### config.mk
export PLATFORM = sky130hd
export DESIGN_NAME = semaforo_monitor_flat
export DESIGN_NICKNAME = d
export VERILOG_FILES = /design/src/rtl/semaforo_monitor_pkg.sv /design/src/rtl/semaforo_monitor_if.sv /design/src/rtl/semaforo_dwell_check.sv /design/src/rtl/semaforo_monitor.sv /design/src/flat_wrapper.sv
export SDC_FILE = /design/constraint.sdc
export NUM_CORES = 1
export LEC_CHECK = 0
export ABC_CLOCK_PERIOD_IN_PS = 3000
export CAP_MARGIN = 20
export CELL_PAD_IN_SITES_DETAIL_PLACEMENT = 0
export CELL_PAD_IN_SITES_GLOBAL_PLACEMENT = 1
export CORE_AREA = 2 2 90 92
export CTS_CLUSTER_DIAMETER = 40
export DETAILED_ROUTE_END_ITERATION = 7
export DIE_AREA = 0 0 92 94
export PLACE_DENSITY = 0.72
export SYNTH_ARGS = -nofsm -noshare
export SYNTH_HDL_FRONTEND = slang
export SYNTH_SLANG_ARGS = --single-unit
### constraint.sdc
create_clock -name clk -period 3 [get_ports clk]
set_clock_uncertainty 0.2 [all_clocks]
set_input_delay 0.3 -clock clk [delete_from_list [all_inputs] [get_ports clk]]
set_output_delay 0.3 -clock clk [all_outputs]
set_load 0.02 [all_outputs]
### src/rtl/semaforo_monitor_pkg.sv
// Shared definitions for the semaforo light monitor: colour codes, error codes,
// flag positions, default timing and small combinational helpers.
package semaforo_monitor_pkg;

  localparam logic [2:0] COR_VERDE    = 3'b100;
  localparam logic [2:0] COR_AMARELO  = 3'b010;
  localparam logic [2:0] COR_VERMELHO = 3'b001;

  localparam logic [7:0] DEF_VERDE    = 8'd1;
  localparam logic [7:0] DEF_AMARELO  = 8'd3;
  localparam logic [7:0] DEF_VERMELHO = 8'd2;
  localparam logic [7:0] DEF_BT_LAT   = 8'd4;

  localparam int unsigned FLAG_ENC      = 0;
  localparam int unsigned FLAG_CONFLICT = 1;
  localparam int unsigned FLAG_SEQ      = 2;
  localparam int unsigned FLAG_TIME     = 3;
  localparam int unsigned FLAG_BT       = 4;

  typedef enum logic [2:0] {
    ERR_NONE     = 3'd0,
    ERR_ENC      = 3'd1,
    ERR_CONFLICT = 3'd2,
    ERR_SEQ      = 3'd3,
    ERR_TIME     = 3'd4,
    ERR_BT       = 3'd5
  } err_code_t;

  function automatic logic is_onehot3(input logic [2:0] v);
    case (v)
      COR_VERDE, COR_AMARELO, COR_VERMELHO: return 1'b1;
      default:                              return 1'b0;
    endcase
  endfunction

  function automatic logic legal_next(input logic [2:0] from_c, input logic [2:0] to_c);
    return ((from_c == COR_VERDE)    && (to_c == COR_AMARELO)) ||
           ((from_c == COR_AMARELO)  && (to_c == COR_VERMELHO)) ||
           ((from_c == COR_VERMELHO) && (to_c == COR_VERDE));
  endfunction

  function automatic logic [7:0] sat_inc8(input logic [7:0] v);
    return (v == 8'hFF) ? v : v + 8'd1;
  endfunction

  // Lowest code wins when several errors land in the same sample.
  function automatic err_code_t first_code(input logic [4:0] f);
    if (f[FLAG_ENC])           return ERR_ENC;
    else if (f[FLAG_CONFLICT]) return ERR_CONFLICT;
    else if (f[FLAG_SEQ])      return ERR_SEQ;
    else if (f[FLAG_TIME])     return ERR_TIME;
    else if (f[FLAG_BT])       return ERR_BT;
    else                       return ERR_NONE;
  endfunction

endpackage

### src/rtl/semaforo_monitor_if.sv
// Light bus between semaforo (master) and its consumers such as the monitor (slave).
interface semaforo_monitor_if;
  logic       bt;
  logic [2:0] A;
  logic [2:0] B;

  modport master (output bt, A, B);
  modport slave  (input  bt, A, B);
endinterface

### src/rtl/semaforo_dwell_check.sv
// Dwell counter for one light plus the TIME comparisons made against the count
// that was held before the current sample.
module semaforo_dwell_check
  import semaforo_monitor_pkg::*;
#(
  parameter logic [7:0] VERDE    = DEF_VERDE,
  parameter logic [7:0] AMARELO  = DEF_AMARELO,
  parameter logic [7:0] VERMELHO = DEF_VERMELHO
) (
  input  logic       clk,
  input  logic       rst,
  input  logic       sample_s,
  input  logic       hist_s,
  input  logic [2:0] cur_s,
  input  logic [2:0] prev_s,
  output logic [7:0] dwell_r,
  output logic       time_err_s
);

  logic       trans_s;
  logic [8:0] next_cnt_s;

  // Transition detect and the dwell value this sample would produce when staying
  always_comb begin
    trans_s    = sample_s && hist_s && (cur_s != prev_s);
    next_cnt_s = {1'b0, dwell_r} + 9'd1;
  end

  // Leaving a colour checks the finished dwell; staying flags an overstay at once
  always_comb begin
    time_err_s = 1'b0;
    if (sample_s && hist_s) begin
      if (trans_s) begin
        case (prev_s)
          COR_VERDE:    time_err_s = (dwell_r < VERDE);
          COR_AMARELO:  time_err_s = (dwell_r != AMARELO);
          COR_VERMELHO: time_err_s = (dwell_r != VERMELHO);
          default:      time_err_s = 1'b0;
        endcase
      end else begin
        case (cur_s)
          COR_AMARELO:  time_err_s = (next_cnt_s > {1'b0, AMARELO});
          COR_VERMELHO: time_err_s = (next_cnt_s > {1'b0, VERMELHO});
          default:      time_err_s = 1'b0;
        endcase
      end
    end else begin
      time_err_s = 1'b0;
    end
  end

  // Invalid codes freeze the count; a new colour or the first sample restarts at 1
  always_ff @(posedge clk) begin
    if (rst) begin
      dwell_r <= 8'd0;
    end else if (sample_s) begin
      dwell_r <= (!hist_s || trans_s) ? 8'd1 : sat_inc8(dwell_r);
    end else begin
      dwell_r <= dwell_r;
    end
  end

endmodule

### src/rtl/semaforo_monitor.sv
// Passive checker on the semaforo light bus: encoding, mutual exclusion, colour
// order, dwell times and pedestrian button service, with sticky error reporting.
module semaforo_monitor
  import semaforo_monitor_pkg::*;
#(
  parameter logic [7:0] VERDE    = DEF_VERDE,
  parameter logic [7:0] AMARELO  = DEF_AMARELO,
  parameter logic [7:0] VERMELHO = DEF_VERMELHO,
  parameter logic [7:0] BT_LAT   = DEF_BT_LAT
) (
  input  logic                clk,
  input  logic                rst,
  semaforo_monitor_if.slave   lights,
  output logic                err,
  output logic [4:0]          err_flags,
  output logic [2:0]          err_code,
  output logic [7:0]          a_rounds,
  output logic [7:0]          dwell
);

  logic [2:0] prev_a_r, prev_b_r;
  logic       a_hist_r, b_hist_r;
  logic       a_glitch_r, b_glitch_r;
  logic       seen_gy_r, seen_yr_r;
  logic [7:0] rounds_r;
  logic       bt_armed_r;
  logic [7:0] bt_timer_r;
  logic [4:0] flags_r;
  logic       err_r;
  err_code_t  code_r;

  logic       enc_a_ok_s, enc_b_ok_s;
  logic       a_trans_s, b_trans_s;
  logic       seq_a_s, seq_b_s;
  logic       a_green_s, bt_hit_s;
  logic       time_err_a_s;
  logic [7:0] dwell_a_s;
  logic [4:0] new_flags_s;

  semaforo_dwell_check #(
    .VERDE   (VERDE),
    .AMARELO (AMARELO),
    .VERMELHO(VERMELHO)
  ) u_dwell_a (
    .clk       (clk),
    .rst       (rst),
    .sample_s  (enc_a_ok_s),
    .hist_s    (a_hist_r),
    .cur_s     (lights.A),
    .prev_s    (prev_a_r),
    .dwell_r   (dwell_a_s),
    .time_err_s(time_err_a_s)
  );

  // Per-sample error detection; a return to the same colour across a bad code is a SEQ error
  always_comb begin
    enc_a_ok_s = is_onehot3(lights.A);
    enc_b_ok_s = is_onehot3(lights.B);
    a_trans_s  = enc_a_ok_s && a_hist_r && (lights.A != prev_a_r);
    b_trans_s  = enc_b_ok_s && b_hist_r && (lights.B != prev_b_r);
    seq_a_s    = enc_a_ok_s && a_hist_r &&
                 (a_trans_s ? !legal_next(prev_a_r, lights.A) : a_glitch_r);
    seq_b_s    = enc_b_ok_s && b_hist_r &&
                 (b_trans_s ? !legal_next(prev_b_r, lights.B) : b_glitch_r);
    a_green_s  = enc_a_ok_s && (lights.A == COR_VERDE);
    bt_hit_s   = bt_armed_r && a_green_s && (bt_timer_r >= BT_LAT);

    new_flags_s                = 5'b00000;
    new_flags_s[FLAG_ENC]      = !enc_a_ok_s || !enc_b_ok_s;
    new_flags_s[FLAG_CONFLICT] = (lights.A != COR_VERMELHO) && (lights.B != COR_VERMELHO);
    new_flags_s[FLAG_SEQ]      = seq_a_s || seq_b_s;
    new_flags_s[FLAG_TIME]     = time_err_a_s;
    new_flags_s[FLAG_BT]       = bt_hit_s;
  end

  // Last valid colour per light; invalid samples leave history untouched but mark a glitch
  always_ff @(posedge clk) begin
    if (rst) begin
      prev_a_r   <= 3'b000;
      prev_b_r   <= 3'b000;
      a_hist_r   <= 1'b0;
      b_hist_r   <= 1'b0;
      a_glitch_r <= 1'b0;
      b_glitch_r <= 1'b0;
    end else begin
      if (enc_a_ok_s) begin
        prev_a_r   <= lights.A;
        a_hist_r   <= 1'b1;
        a_glitch_r <= 1'b0;
      end else begin
        prev_a_r   <= prev_a_r;
        a_hist_r   <= a_hist_r;
        a_glitch_r <= a_hist_r;
      end
      if (enc_b_ok_s) begin
        prev_b_r   <= lights.B;
        b_hist_r   <= 1'b1;
        b_glitch_r <= 1'b0;
      end else begin
        prev_b_r   <= prev_b_r;
        b_hist_r   <= b_hist_r;
        b_glitch_r <= b_hist_r;
      end
    end
  end

  // Round counting: R->G only counts once both G->Y and Y->R have been seen
  always_ff @(posedge clk) begin
    if (rst) begin
      seen_gy_r <= 1'b0;
      seen_yr_r <= 1'b0;
      rounds_r  <= 8'd0;
    end else if (a_trans_s) begin
      case ({prev_a_r, lights.A})
        {COR_VERDE, COR_AMARELO}:   seen_gy_r <= 1'b1;
        {COR_AMARELO, COR_VERMELHO}: seen_yr_r <= 1'b1;
        {COR_VERMELHO, COR_VERDE}: begin
          if (seen_gy_r && seen_yr_r) begin
            rounds_r  <= rounds_r + 8'd1;
            seen_gy_r <= 1'b0;
            seen_yr_r <= 1'b0;
          end else begin
            rounds_r  <= rounds_r;
          end
        end
        default: rounds_r <= rounds_r;
      endcase
    end else begin
      rounds_r <= rounds_r;
    end
  end

  // Button service timer, armed only by a press sampled during A green
  always_ff @(posedge clk) begin
    if (rst) begin
      bt_armed_r <= 1'b0;
      bt_timer_r <= 8'd0;
    end else if (!bt_armed_r) begin
      if (a_hist_r && a_green_s && lights.bt) begin
        bt_armed_r <= 1'b1;
        bt_timer_r <= 8'd0;
      end else begin
        bt_armed_r <= 1'b0;
      end
    end else if (enc_a_ok_s && !a_green_s) begin
      bt_armed_r <= 1'b0;
    end else if (bt_hit_s) begin
      bt_armed_r <= 1'b0;
    end else begin
      bt_timer_r <= sat_inc8(bt_timer_r);
    end
  end

  // Sticky flags; the first error code is captured once and held until reset
  always_ff @(posedge clk) begin
    if (rst) begin
      flags_r <= 5'b00000;
      err_r   <= 1'b0;
      code_r  <= ERR_NONE;
    end else begin
      flags_r <= flags_r | new_flags_s;
      err_r   <= |(flags_r | new_flags_s);
      if (code_r == ERR_NONE) begin
        code_r <= first_code(new_flags_s);
      end else begin
        code_r <= code_r;
      end
    end
  end

  assign err       = err_r;
  assign err_flags = flags_r;
  assign err_code  = code_r;
  assign a_rounds  = rounds_r;
  assign dwell     = dwell_a_s;

endmodule

### src/flat_wrapper.sv
// flat-port wrapper written by rule: the top's interface ports become plain ports
module semaforo_monitor_flat import semaforo_monitor_pkg::*;
#(
  parameter logic [7:0] VERDE    = DEF_VERDE,
  parameter logic [7:0] AMARELO  = DEF_AMARELO,
  parameter logic [7:0] VERMELHO = DEF_VERMELHO,
  parameter logic [7:0] BT_LAT   = DEF_BT_LAT
)
  (clk, rst, err, err_flags, err_code, a_rounds, dwell, lights_bt, lights_A, lights_B);
  semaforo_monitor_if lights_i ();
  input  logic clk;
  input  logic rst;
  output logic err;
  output logic [4:0] err_flags;
  output logic [2:0] err_code;
  output logic [7:0] a_rounds;
  output logic [7:0] dwell;
  input wire logic [$bits(lights_i.bt)-1:0] lights_bt;
  input wire logic [$bits(lights_i.A)-1:0] lights_A;
  input wire logic [$bits(lights_i.B)-1:0] lights_B;
  assign lights_i.bt = lights_bt;
  assign lights_i.A = lights_A;
  assign lights_i.B = lights_B;
  semaforo_monitor #(.VERDE(VERDE), .AMARELO(AMARELO), .VERMELHO(VERMELHO), .BT_LAT(BT_LAT)) u_core (.clk(clk), .rst(rst), .lights(lights_i), .err(err), .err_flags(err_flags), .err_code(err_code), .a_rounds(a_rounds), .dwell(dwell));
endmodule
==> results.json <==
{
  "final_util": 0.414,
  "combinationalPowerShare": 0.144,
  "end_kind": "flop",
  "drc": 0,
  "grt_pass1_vias": 2185,
  "netlist_area_sq_um": 2600,
  "required_ns": 3.00,
  "start_util": 0.342,
  "htreeDepth": 2,
  "die_x_microns": 92,
  "overflow": 0,
  "cts_sinks": 46,
  "hold_viol": 0,
  "grt_pass1_wl_mm": 10.2,
  "worstMarginPinSlew_ns": 0.562,
  "drive_above_1_share": 0.0793,
  "drtAntennaViolNets": 0,
  "ys_seq_elements": 46,
  "status": "finished, final reports clean",
  "nFillCells": 783,
  "seqPwrFrac": 0.531,
  "fin_area_sq_um": 3150,
  "finalPower_mw": 1.23,
  "period_share": 0.876,
  "leakagePower_nw": 1.18,
  "cp_slowest_cell": "a2111oi_0",
  "first_iter_violations": 129,
  "num_vias": 2333,
  "power_density_nw_per_um2": 391,
  "coreArea_sq_um": 7610,
  "cts_tree": "yes",
  "dr.pass1.iters": 4,
  "gp_congestion": 0.891,
  "synth_nets": 338,
  "synth.avg_cell_area_sq_um": 8.11,
  "clock_path_buffers": 2,
  "dpl.hpwl_mm": 4.37,
  "cp-start-kind": "flop",
  "grt_antenna_before_repair": 0,
  "avgViaCountPerCell": 5.13,
  "diodes": 0,
  "crit_fanout": 13,
  "area_growth_pct": 21.2,
  "p_switching_mw": 0.357,
  "nets": 369,
  "sw_frac_of_total": 0.290,
  "cts_hold_buf": 0,
  "vdd_drop_max_mv": 0.187,
  "yosysSeqAreaShare": 0.354,
  "routedWlPerCell_microns": 13.2,
  "clock.fmax_mhz": 380,
  "crit_arrival_ns": 2.63,
  "worstPathCellList": "ha_1 -> and3_1 -> nor4b_1 -> nor3b_1 -> a2111oi_0 -> or2_1 -> a31oi_1",
  "rsz0062_at_grt": "false",
  "worstSetupPathType": "flop to flop",
  "ys_types": 54,
  "ctsResizeCount": 0,
  "hp-class": "flop to flop",
  "portBuffers": 33,
  "cts_buffers": 5,
  "die_h_microns": 94,
  "synth-edff-count": 0,
  "place_area_sq_um": 3060,
  "yosysWarnings": 0,
  "drv_slew": 0,
  "tns_ns": 0,
  "clk_latency_ns": 0.31,
  "wirelength_mm": 6.00,
  "track_usage": 0.144,
  "synthCells": 321,
  "relSlewSlack": 0.616,
  "die_area_sq_um": 8650,
  "synth_top_flop_cell": "dfxtp_1",
  "internal_power_mw": 0.875,
  "synthArstFlopShare": 0,
  "cts-root-buf": "clkbuf_8",
  "grt_max_degree": 23,
  "post-cts-setup-buffers": 0,
  "rows": 32,
  "period_needed_ns": 2.63,
  "drv_cap": 0,
  "io_pins": 34,
  "clkPwrFrac": 0.325,
  "critPathMaxStageDelay_ns": 0.54,
  "clkTransAtPathRegs_ns": 0.10,
  "finalSetupViolCount": 0
}
==> Yosys cell counts, drive strengths merged, types with 2 or more instances <==
library cell | number | area [sq um]
clkbuf | 15 | 56.3
nor3b | 7 | 57.6
nand2b | 4 | 25.0
nand3b | 2 | 15.0
nand4 | 8 | 50.1
o21bai | 3 | 22.5
a31oi | 7 | 43.8
and4 | 4 | 35.0
or3 | 2 | 12.5
o22ai | 2 | 12.5
xor2 | 19 | 166
a31o | 3 | 26.3
a21oi | 25 | 125
o31ai | 2 | 15.0
nor4b | 2 | 17.5
nor4 | 6 | 37.5
ha | 8 | 100
nor3 | 6 | 41.3
nand2 | 17 | 63.8
dfxtp | 46 | 921
nor2 | 48 | 180
xnor2 | 5 | 43.8
buf | 6 | 33.8
a21o | 6 | 45.0
or4 | 3 | 26.3
or2 | 3 | 18.8
o32a | 2 | 20.0
o21ai | 18 | 90.1
nor4bb | 3 | 30.0
and3 | 7 | 43.8
nand3 | 6 | 30.0
a211oi | 3 | 22.5
inv | 10 | 37.5
==> worst paths after layout <==
path                                             startpoint             endpoint  slack, ns  cells past startpoint
worst min register to register          u_core.err_flags[2]  u_core.err_flags[2]       0.27                      2
worst min-delay path                    u_core.err_flags[2]  u_core.err_flags[2]       0.27                      2
worst max register to register  u_core.u_dwell_a.dwell_r[0]           u_core.err       0.37                      7
worst max-delay path            u_core.u_dwell_a.dwell_r[0]           u_core.err       0.37                      7
==> through the flow <==
step / setup slack, ns / std cells / hold WS, ns
CTS: 0.400 / 455 / 0.274
finish: 0.372 / 455 / 0.270
detailed placement: 0.272 / 447 / 0.259
global placement: 0.266 / 447 / 0.255
global route: 0.240 / 455 / 0.299
floorplan: 0.732 / 321 / 0.243
==> cells by family after synthesis <==
logic type | Yosys count | share of synthesized area
mux | 1 | 0.00385
fa+ha+maj | 8 | 0.0385
xor+xnor | 24 | 0.0808
flops | 46 | 0.354
simple gates | 130 | 0.271
compound gates | 81 | 0.203
buf+inv | 31 | 0.0490
==> metal layers <==
metal	up-vias	share of wire	GRT usage	routed length, microns
met3	6	0.029	0.0273	176
met5	-	0	0	0
met2	35	0.45	0.234	2710
met4	0	0.012	0.0448	74
met1	1080	0.51	0.195	3030
li1	1212	-	-	-
==> power by group through the flow <==
stage | sequential (mW) | combinational [mW] | clock, mW
final | 0.654 | 0.177 | 0.401
after global routing | 0.658 | 0.198 | 0.442
after CTS | 0.654 | 0.179 | 0.416
after detailed placement | 0.668 | 0.178 | 0
after global placement | 0.668 | 0.177 | 0
after floorplan | 0.669 | 0.113 | 0
==> flip-flops by register name (all words and copies together) (netlist names) <==
register / count
u_core.prev_a_r: 3
u_core.bt_armed_r: 1
u_core.err: 1
u_core.bt_timer_r: 8
u_core.seen_yr_r: 1
u_core.a_glitch_r: 1
u_core.b_glitch_r: 1
u_core.a_rounds: 8
u_core.prev_b_r: 3
u_core.err_flags: 5
u_core.err_code: 3
u_core.a_hist_r: 1
u_core.u_dwell_a.dwell_r: 8
u_core.seen_gy_r: 1
u_core.b_hist_r: 1
==> layout by cell type (no fill, tap or decap), types with 2 or more instances in the layout <==
cell type and instances:
nor2_1 48, or4_1 2, nor3b_1 6, ha_1 8
a21o_1 6, o22ai_1 2, or2_2 2, nor4b_1 2
and3_1 7, o21ai_1 5, nand4_1 8, or3_1 2
buf_4 12, clkinvlp_4 2, o31ai_1 2, inv_1 10
a31oi_1 7, nor4bb_1 3, nand2b_1 4, nor3_1 5
a31o_2 2, xnor2_1 5, clkbuf_8 5, nand3_1 6
nand3b_1 2, nor4_1 6, o21bai_1 3, o21ai_0 13
dfxtp_1 46, a211oi_1 3, xor2_1 19, o32a_1 2
and4_1 4, clkdlybuf4s50_1 33, nand2_1 17, a21oi_1 25
==> final cells by class <==
cell class	count	area, sq um	area share
multi-input cells	244	1550	0.493
clock buffers	5	68.8	0.0218
inverters	10	37.5	0.0119
well taps	102	128	0.0405
flip-flops and latches	46	921	0.292
repair buffers	45	420	0.133
clock inverters	3	23.8	0.00754
==> critical path, delay by kind of cell (launching register included) <==
family	cells	cell delay, ns
and+or+nand+nor	4	0.92
AOI/OAI and AO/OA	2	0.63
adders and majority gates	1	0.32
DFF	1	0.44
Note: power is estimated with default switching activity, not from simulation.
